<file path="src/rtl/command_fifo_dispatcher.sv">
// command_fifo_dispatcher: read-side engine for Command_FIFO.
// The FIFO exports no empty flag, so occupancy is tracked locally from
// accepted writes and issued reads. Read data arrives one cycle after
// fifo_rinc and lands in a 2-entry skid buffer that feeds a valid/ready
// consumer. replay_iter_flag flushes everything and counts iterations.
module command_fifo_dispatcher #(
  parameter  int DEPTH  = 16,
  parameter  int ITER_W = 8,
  parameter  int PKT_W  = 32,
  localparam int OCC_W  = $clog2(DEPTH) + 1
) (
  input  logic              clk,
  input  logic              reset_n,
  input  logic              fifo_wr_acc,
  input  logic              replay_iter_flag,
  output logic              fifo_rinc,
  input  logic [PKT_W-1:0]  fifo_rdata,
  output logic              cmd_valid,
  output logic [PKT_W-1:0]  cmd_data,
  input  logic              cmd_ready,
  output logic [OCC_W-1:0]  fifo_occ,
  output logic [ITER_W-1:0] iter_cnt,
  output logic              busy
);

  localparam logic [1:0] S_IDLE  = 2'd0;
  localparam logic [1:0] S_RUN   = 2'd1;
  localparam logic [1:0] S_FLUSH = 2'd2;

  logic [1:0]       state, state_nxt;
  logic [1:0]       buf_cnt;
  logic [PKT_W-1:0] buf0, buf1;
  logic             inflight;
  logic             flag_d;
  logic             pop;
  logic [2:0]       slots_used;

  assign cmd_valid = (buf_cnt != 2'd0);
  assign cmd_data  = buf0;
  assign pop       = cmd_valid & cmd_ready;
  assign busy      = (state != S_IDLE);

  // Slots committed after this cycle; a pop this cycle frees one, which
  // is what lets a read issue every cycle while the consumer keeps up.
  assign slots_used = {1'b0, buf_cnt} + {2'b00, inflight} - {2'b00, pop};

  assign fifo_rinc = (fifo_occ != '0) && (slots_used < 3'd2) &&
                     (state != S_FLUSH) && !replay_iter_flag;

  // Occupancy: writes minus reads; a flush zeroes it (FIFO pointers reset).
  always_ff @(posedge clk or negedge reset_n) begin
    if (!reset_n)              fifo_occ <= '0;
    else if (replay_iter_flag) fifo_occ <= '0;
    else                       fifo_occ <= fifo_occ + OCC_W'(fifo_wr_acc) - OCC_W'(fifo_rinc);
  end

  // One read in flight at most; its data is valid the following cycle.
  always_ff @(posedge clk or negedge reset_n) begin
    if (!reset_n) inflight <= 1'b0;
    else          inflight <= fifo_rinc;
  end

  // Skid buffer: buf0 is the head; capture and pop together keep order.
  always_ff @(posedge clk or negedge reset_n) begin
    if (!reset_n) begin
      buf_cnt <= 2'd0;
      buf0    <= '0;
      buf1    <= '0;
    end else if (replay_iter_flag) begin
      buf_cnt <= 2'd0;
      buf0    <= '0;
      buf1    <= '0;
    end else begin
      case ({inflight, pop})
        2'b10: begin
          if (buf_cnt == 2'd0) buf0 <= fifo_rdata;
          else                 buf1 <= fifo_rdata;
          buf_cnt <= buf_cnt + 2'd1;
        end
        2'b01: begin
          buf0    <= buf1;
          buf_cnt <= buf_cnt - 2'd1;
        end
        2'b11: begin
          if (buf_cnt == 2'd1) begin
            buf0 <= fifo_rdata;
          end else begin
            buf0 <= buf1;
            buf1 <= fifo_rdata;
          end
        end
        default: ;
      endcase
    end
  end

  // Iteration counter advances on rising edges of the replay flag only.
  always_ff @(posedge clk or negedge reset_n) begin
    if (!reset_n) begin
      flag_d   <= 1'b0;
      iter_cnt <= '0;
    end else begin
      flag_d <= replay_iter_flag;
      if (replay_iter_flag && !flag_d) iter_cnt <= iter_cnt + ITER_W'(1);
    end
  end

  // Next-state: flush overrides everything; RUN drains back to IDLE.
  always_comb begin
    state_nxt = state;
    if (replay_iter_flag) begin
      state_nxt = S_FLUSH;
    end else begin
      case (state)
        S_IDLE:  if (fifo_wr_acc) state_nxt = S_RUN;
        S_RUN:   if (fifo_occ == '0 && buf_cnt == 2'd0 && !inflight && !fifo_wr_acc)
                   state_nxt = S_IDLE;
        S_FLUSH: state_nxt = fifo_wr_acc ? S_RUN : S_IDLE;
        default: state_nxt = S_IDLE;
      endcase
    end
  end

  // State register.
  always_ff @(posedge clk or negedge reset_n) begin
    if (!reset_n) state <= S_IDLE;
    else          state <= state_nxt;
  end

endmodule

</file>
<file path="config.mk">
export PLATFORM = sky130hd
export DESIGN_NAME = command_fifo_dispatcher
export DESIGN_NICKNAME = d
export VERILOG_FILES = /design/src/rtl/command_fifo_dispatcher.sv
export SDC_FILE = /design/constraint.sdc
export NUM_CORES = 1
export LEC_CHECK = 0
export ABC_AREA = 1
export CORE_UTILIZATION = 60
export DETAILED_ROUTE_END_ITERATION = 6
export DONT_BUFFER_PORTS = 1
export PLACE_DENSITY_LB_ADDON = 0.05
export RECOVER_POWER = 50
export SYNTH_ARGS = -nofsm -noshare
export SYNTH_HDL_FRONTEND = slang
export SYNTH_SLANG_ARGS = --single-unit
</file>
<file path="constraint.sdc">
create_clock -name clk -period 4.2 [get_ports clk]
set_clock_uncertainty 0.05 [all_clocks]
set_input_delay 0.84 -clock clk [delete_from_list [all_inputs] [get_ports clk]]
set_output_delay 0.84 -clock clk [all_outputs]
set_load 0.005 [all_outputs]
</file>
==> key figures, run 1 <==
Critical path
  • Endpoint of the worst register-to-register path: fifo_occ[4]
  • Type of origin of the critical path: flop
  • Critical path endpoint category: flop
  • Number of buffers and inverters on the critical path: 5
  • Chain of cells forming the critical path: inv_1 -> ha_4 -> inv_2 -> nand2_1 -> ha_1 -> or2_2 -> fa_1 -> inv_1 -> nor2_1 -> nand2_1 -> nor3_2 -> ha_1 -> inv_1 -> ha_1 -> inv_1 -> fa_1 -> nand3b_1 -> a21oi_1 -> nor2_1
  • Start-to-end type of the worst setup path: flop to flop
  • R2r worst-path depth: 19
  • Most frequent cell on the critical path: inv_1
  • Top Family by Delay on Critical Path: adder cells
  • Data required time at the worst endpoint: 4.38 ns
  • Launch point of the worst reg-to-reg path: buf_cnt[1]
  • CP max stage delay: 0.48 ns
  • Maximum fanout encountered on the critical timing path: 6
  • R2R setup slack: 0.18 ns
  • Worst EP arrival: 4.20 ns
  • Crit-path slowest cell: fa_1

Detailed routing
  • Number of DRC markers after the initial detailed-route iteration: 235
  • Vias: 3421
  • DR DRC count: 0
  • Avg WL per Cell: 15.6 um
  • Count of nets left with antenna violations after detail routing: 0
  • First drt pass iteration count: 4
  • Detailed-route vias per instance: 5.66
  • Routed Wire Length: 9450 um

Cells and area
  • Nets: 568
  • Share of final-layout standard cells stronger than drive strength 1: 6.11%
  • Diodes inserted: 0
  • Area growth from synthesis to layout: 6.06%

Timing
  • Setup-failing EPs final: 0
  • Setup tns final: 0 ns
  • Total count of hold-check failures in the final report: 0
  • Fmax: 249 MHz
  • Slew of the pin with the lowest slew margin: 1.14 ns
  • Final critical-path share of the clock period: 95.7%
  • Max-slew headroom at the worst pin: 23.9%
  • Minimum clock period after layout: 4.02 ns
  • Final Max Slew Viols: 0
  • Worst Hold Margin: 0.131 ns

Clock network
  • Worst skew pair latency: 0.34 ns
  • Clock tree root driver cell: clkbuf_8
  • Clock input transition at the sequential cells of the worst setup and hold paths: 0.08 ns
  • Number of buffers added by the clock tree synthesis step: 9
  • TritonCTS clock tree: done
  • Max Buffers Root-to-Sink: 2
  • Clk sinks: 83
  • Htree depth: 3

Logic synthesis
  • Post-synthesis simple-gate area fraction: 36.0%
  • Synth area leaders: dfrtp_1 50%, nand2_1 20%, nand3_1 11%, ha_1 3.0%, nand4_1 2.9%
  • Net count of the mapped netlist: 583
  • Combinational family with the most area after synthesis: simple AND/OR/NAND/NOR gates
  • Number of warnings reported in the yosys synthesis log: 0
  • Part of the Yosys area used for sequential elements: 49.8%
  • Post-synth cell types: 25
  • Mapped cell area: 4170 um^2
  • Cell type with the highest aggregate area in the netlist: dfrtp_1
  • Syn Inst Count: 534
  • Post-synthesis mux area share: 0.270%
  • Adder and majority gate portion of the synthesized area: 3.96%
  • Avg Cell Area, Syn: 7.80 um^2
  • Compound-Gate Fraction of Synth Area: 2.73%
  • Post-synthesis register bit count: 83
  • Proportion of netlist area held by the largest area contributor: 49.8%
  • Synth Area in XOR/XNOR: 1.05%

Power
  • Combinational group share of total power: 33.2%
  • Worst vdd rail ir drop: 376 uV
  • Sequential power share: 43.8%
  • Net switching power: 0.00105 W
  • Sw Ratio: 38.5%
  • Internal power summed over all cells: 0.00167 W
  • Leak: 2.37 nW
  • Power per unit of standard cell area: 615 nW/um^2
  • Clock group share of total power: 23.0%

Run status
  • Status: finished clean

Flow run
  • Count of max-cap constraint violations: 0

Die
  • Die width: 85.3 um
  • Die Height: 85.3 um
  • IO Pins: 85
  • Floorplan core area: 6760 um^2
  • FP Rows: 30
  • Effective utilization at floorplan: 61.7%
  • Area of the die: 7280 um^2

Global route
  • Total routing resource utilization after global routing: 26.8%
  • Antenna violations before repair: 0
  • Aggregate global routing overflow: 0
  • Largest net degree at the start of global routing: 84
  • Via count of the first global-routing pass: 3368
  • Wire length of the first global-routing pass: 15400 um

Min path
  • Hold/Removal Path Class: input pin to async pin

Place
  • Final estimated routing congestion in global placement: 0.808
  • Number of buffer cells added on primary ports: 0
  • DPL Wire Length: 5750 um
worst max path at each step:
stage,from,endpoint,slack [ns],depth (start not counted)
global route,buf_cnt[1],fifo_occ[4],-0.04,19
detailed placement,buf_cnt[1],fifo_occ[4],0.10,19
CTS,buf_cnt[1],fifo_occ[4],0.08,19
global placement,buf_cnt[1],fifo_occ[4],0.28,19
floorplan,cmd_ready,fifo_occ[4],0.35,16
finish,buf_cnt[1],fifo_occ[4],0.18,19
power by group through the flow:
stage	Combinational, W	Sequential (W)	Clock [W]
finish	0.000904	0.00119	0.000625
global route	0.00103	0.00122	0.000666
CTS	0.000877	0.00119	0.000643
detailed placement	0.000875	0.00120	0
global placement	0.000842	0.00120	0
floorplan	0.000702	0.00116	0
worst register-to-register path: stages (launching register included):
cell	delay, ns
dfrtp_1	0.38
inv_1	0.11
ha_4	0.20
inv_2	0.12
nand2_1	0.10
ha_1	0.28
or2_2	0.31
fa_1	0.48
inv_1	0.04
nor2_1	0.09
nand2_1	0.08
nor3_2	0.26
ha_1	0.27
inv_1	0.06
ha_1	0.18
inv_1	0.07
fa_1	0.40
nand3b_1	0.20
a21oi_1	0.18
nor2_1	0.07
through the flow:
step | cell area, um^2 | total power, W | instances | util [%] | setup slack (ns)
2_1_floorplan | 4170 | 0.00186 | 534 | - | 0.350
4_1_cts | 4400 | 0.00271 | 603 | 65.1 | 0.0814
3_3_place_gp | 4180 | 0.00204 | 587 | 61.8 | 0.277
3_5_place_dp | 4180 | 0.00208 | 587 | 61.8 | 0.100
5_1_grt | 4420 | 0.00292 | 604 | 65.4 | -0.0419
6_report | 4420 | 0.00272 | 604 | 65.4 | 0.181
cells in the mapped netlist:
master / count
nand2_1: 217
nand3_1: 90
dfrtp_1: 83
inv_1: 28
nand4_1: 19
clkbuf_1: 17
o21ai_1: 14
nor2_1: 12
ha_1: 10
buf_2: 7
buf_1: 6
a21oi_1: 4
buf_4: 3
nor3_1: 3
o21ai_0: 3
xor2_1: 3
fa_1: 2
inv_2: 2
nand3b_1: 2
nor2_4: 2
or2_2: 2
xnor2_1: 2
a21oi_2: 1
mux2_2: 1
nand2_2: 1
repair_timing:
item,4_1_cts,5_1_grt
endpoints found under the setup margin,0,1
hold buffers,0,0
buffers inserted,0,1
resized for setup,0,3
per-layer routing:
| layer | vias to the layer above | global-route usage (%) | share of wire (%) |
|---|---|---|---|
| li1 | 1688 | - | - |
| met1 | 1594 | 34.2 | 44 |
| met2 | 123 | 44.0 | 47 |
| met3 | 16 | 7.00 | 7.5 |
| met4 | 0 | 10.6 | 1.9 |
| met5 | - | 0 | 0 |
logic make-up after synthesis:
logic type      count (synthesis)
compound gates                 22
xor+xnor                        5
fa+ha+maj                      12
buf+inv                        63
flops                          83
mux                             1
simple gates                  348
final cells by class:
| type | instances | area, um^2 |
|---|---|---|
| clock inverter | 4 | 73.8 |
| multi-input combinational | 388 | 1860 |
| tap | 80 | 100 |
| fill | 621 | 2340 |
| timing repair buffer | 7 | 52.6 |
| clock buffer | 12 | 145 |
| inverter | 30 | 113 |
| sequential | 83 | 2080 |
layout by cell type (no fill, tap or decap):
cell type    n
nand2_2      1
nor3_2       1
a21oi_1      4
nor2_1      12
clkbuf_8    10
o21ai_1     14
clkinv_4     1
clkbuf_1     2
nand4_1     19
bufinv_16    2
a21oi_4      1
or2_2        2
ha_4         1
o21ai_0      3
ha_1         9
xnor2_1      2
fa_1         2
xor2_1       3
nand2_1    217
inv_2        2
nand3_1     90
nor2_4       2
clkinv_2     1
dfrtp_1     83
inv_1       28
nor3_1       2
nand3b_1     2
buf_4        7
mux2_2       1
registers in the layout (all words and copies together) (netlist names):
| name | cells |
|---|---|
| buf1 | 32 |
| flag_d | 1 |
| fifo_occ | 5 |
| state | 2 |
| iter_cnt | 8 |
| cmd_data | 32 |
| buf_cnt | 2 |
| inflight | 1 |
Power figures use the tool's default switching activity.
==> run 2, diff against run 1 <==
==> constraint.sdc (replaced) <==
create_clock -name clk -period 4.25 [get_ports clk]
set_clock_uncertainty 0.05 [all_clocks]
set_input_delay 0.85 -clock clk [delete_from_list [all_inputs] [get_ports clk]]
set_output_delay 0.85 -clock clk [all_outputs]
set_load 0.005 [all_outputs]
==> run 2 against run 1 <==
Against the previous run:
- worst setup slack improved by 0.14 ns
- clock power fell by 8.5%
- critical endpoint unchanged
- hold slack improved by 0.0099 ns
- non-clock buffer count fell by 1
- highest routed layer unchanged
- wire length decreased by 1.2%
- die area did not move
- first-iteration DRC count rose by 17%
- sequential power about the same
- power fell by 4.1%
- register-to-register slack gained 0.14 ns
==> key figures, run 2 (synthesis gave the netlist of run 1 again) <==
Power
  • Worst vdd rail ir drop: 380 uV
  • Leak: 2.36 nW
  • Power per unit of standard cell area: 595 nW/um^2

Cells and area
  • Post-route insts no fill: 603
  • Diodes inserted: 0
  • Nets: 567
  • Share of final-layout standard cells stronger than drive strength 1: 6.12%
  • Flip-flop and latch area: 2080 um^2
  • Fill cells: 619
  • Most frequent standard cell in the layout excluding fill and tap cells: nand2_1
  • Area growth from synthesis to layout: 5.28%
  • Area of the multi-input gates: 1850 um^2
  • Commonest cells after routing, fill and taps aside: 217 x nand2_1, 90 x nand3_1, 83 x dfrtp_1

Global route
  • Antenna violations before repair: 0
  • Aggregate global routing overflow: 0
  • Largest net degree at the start of global routing: 84
  • Wire length of the first global-routing pass: 15500 um
  • Via count of the first global-routing pass: 3252
  • Total routing resource utilization after global routing: 27.4%

Detailed routing
  • DR DRC count: 0
  • Routed Wire Length: 9340 um
  • Detailed-route vias per instance: 5.65
  • Vias: 3409
  • Number of DRC markers after the initial detailed-route iteration: 276
  • Count of nets left with antenna violations after detail routing: 0
  • Avg WL per Cell: 15.5 um
  • First drt pass iteration count: 4

Clock network
  • Worst skew pair latency: 0.34 ns
  • Clock tree root driver cell: clkbuf_8
  • Clock input transition at the sequential cells of the worst setup and hold paths: 0.08 ns
  • Max Buffers Root-to-Sink: 2
  • Htree depth: 3
  • Clk sinks: 83
  • Number of buffers added by the clock tree synthesis step: 9
  • TritonCTS clock tree: done

Die
  • Effective utilization at floorplan: 61.7%
  • Die width: 85.3 um
  • Area of the die: 7280 um^2
  • Die Height: 85.3 um
  • FP Rows: 30
  • Floorplan core area: 6760 um^2
  • IO Pins: 85

Critical path
  • Data required time at the worst endpoint: 4.44 ns
  • Worst EP arrival: 4.12 ns
  • Maximum fanout encountered on the critical timing path: 6
  • Launch point of the worst reg-to-reg path: buf_cnt[1]
  • Critical path endpoint category: flop
  • Type of origin of the critical path: flop
  • Endpoint of the worst register-to-register path: fifo_occ[4]
  • Start-to-end type of the worst setup path: flop to flop
  • R2r worst-path depth: 19
  • R2R setup slack: 0.32 ns

Min path
  • Hold/Removal Path Class: input pin to async pin

Timing
  • Total count of hold-check failures in the final report: 0
  • Setup-failing EPs final: 0
  • Minimum clock period after layout: 3.93 ns
  • Fmax: 254 MHz
  • Final critical-path share of the clock period: 92.5%
  • Setup tns final: 0 ns
  • Slew of the pin with the lowest slew margin: 1.13 ns
  • Final Max Slew Viols: 0
  • Unrepaired setup endpoints after global routing: false
  • Max-slew headroom at the worst pin: 24.7%

Flow run
  • Count of max-cap constraint violations: 0

Place
  • Final estimated routing congestion in global placement: 0.809
  • Placed Cells: 587
  • DPL Wire Length: 5770 um
  • Number of buffer cells added on primary ports: 0

Run status
  • Status: finished clean
## run 2: report_power, final
part | switching, W | internal [W]
sequential | 0.000176 | 0.000999
clock | 0.000269 | 0.000303
combinational | 0.000570 | 0.000292
total | 0.00102 | 0.00159
## run 2: metrics by stage
| step | worst slack [ns] | instance area (um^2) | utilization (%) | hold slack (ns) | power, W |
|---|---|---|---|---|---|
| after floorplan | 0.390 | 4170 | - | 0.422 | 0.00184 |
| after global placement | 0.327 | 4180 | 61.8 | 0.438 | 0.00202 |
| after detailed placement | 0.226 | 4180 | 61.8 | 0.440 | 0.00205 |
| after CTS | 0.198 | 4380 | 64.8 | 0.125 | 0.00263 |
| after global routing | 0.0133 | 4390 | 64.9 | 0.116 | 0.00282 |
| final | 0.317 | 4390 | 64.9 | 0.141 | 0.00261 |
## run 2: worst max path at each step
stage / start / endpoint / slack, ns / cells after the start
2_1_floorplan: cmd_ready / fifo_occ[4] / 0.39 / 16
3_3_place_gp: buf_cnt[1] / fifo_occ[4] / 0.33 / 19
3_5_place_dp: buf_cnt[1] / fifo_occ[4] / 0.23 / 19
4_1_cts: buf_cnt[1] / fifo_occ[4] / 0.20 / 20
5_1_grt: buf_cnt[1] / fifo_occ[4] / 0.01 / 20
6_report: buf_cnt[1] / fifo_occ[4] / 0.32 / 19
## run 2: area by class of cell
type,count,share of cell area (%)
clock buffers,12,3.54
clock inverters,4,1.11
inverters,30,2.57
multi-input cells,388,42.1
flip-flops and latches,83,47.3
well taps,80,2.28
repair buffers,6,1.03
## run 2: routing by layer
layer,GRT usage (%),vias to the layer above,share of wire (%)
met5,0,-,0
met4,9.85,0,1.7
met3,6.81,11,6.9
met2,45.0,111,47
met1,35.4,1598,44
li1,-,1689,-
## run 2: critical path, stage by stage (launching register included)
cell      delay [ns]
dfrtp_1         0.42
inv_1           0.13
ha_2            0.27
inv_2           0.10
nand2_1         0.10
ha_1            0.22
or2_2           0.30
fa_1            0.49
inv_1           0.05
nor2_1          0.09
nand2_1         0.07
nor3_2          0.21
ha_1            0.26
inv_1           0.06
ha_1            0.18
inv_1           0.06
fa_1            0.39
nand3b_1        0.19
a21oi_1         0.15
nor2_1          0.06
## run 2: repair_timing
item                       CTS  global route
resized for setup            0             2
hold buffers                 0             0
setup endpoints to repair    0             1
setup buffers                0             0
==> run 3, diff against run 2 <==
--- a/config.mk
+++ b/config.mk
@@ -11,6 +11,7 @@
 export DONT_BUFFER_PORTS = 1
 export PLACE_DENSITY_LB_ADDON = 0.05
 export RECOVER_POWER = 50
+export SLEW_MARGIN = 10
 export SYNTH_ARGS = -nofsm -noshare
 export SYNTH_HDL_FRONTEND = slang
 export SYNTH_SLANG_ARGS = --single-unit
==> results of run 3 <==
The final DEF is identical to that of run 2; final timing and power are the same.
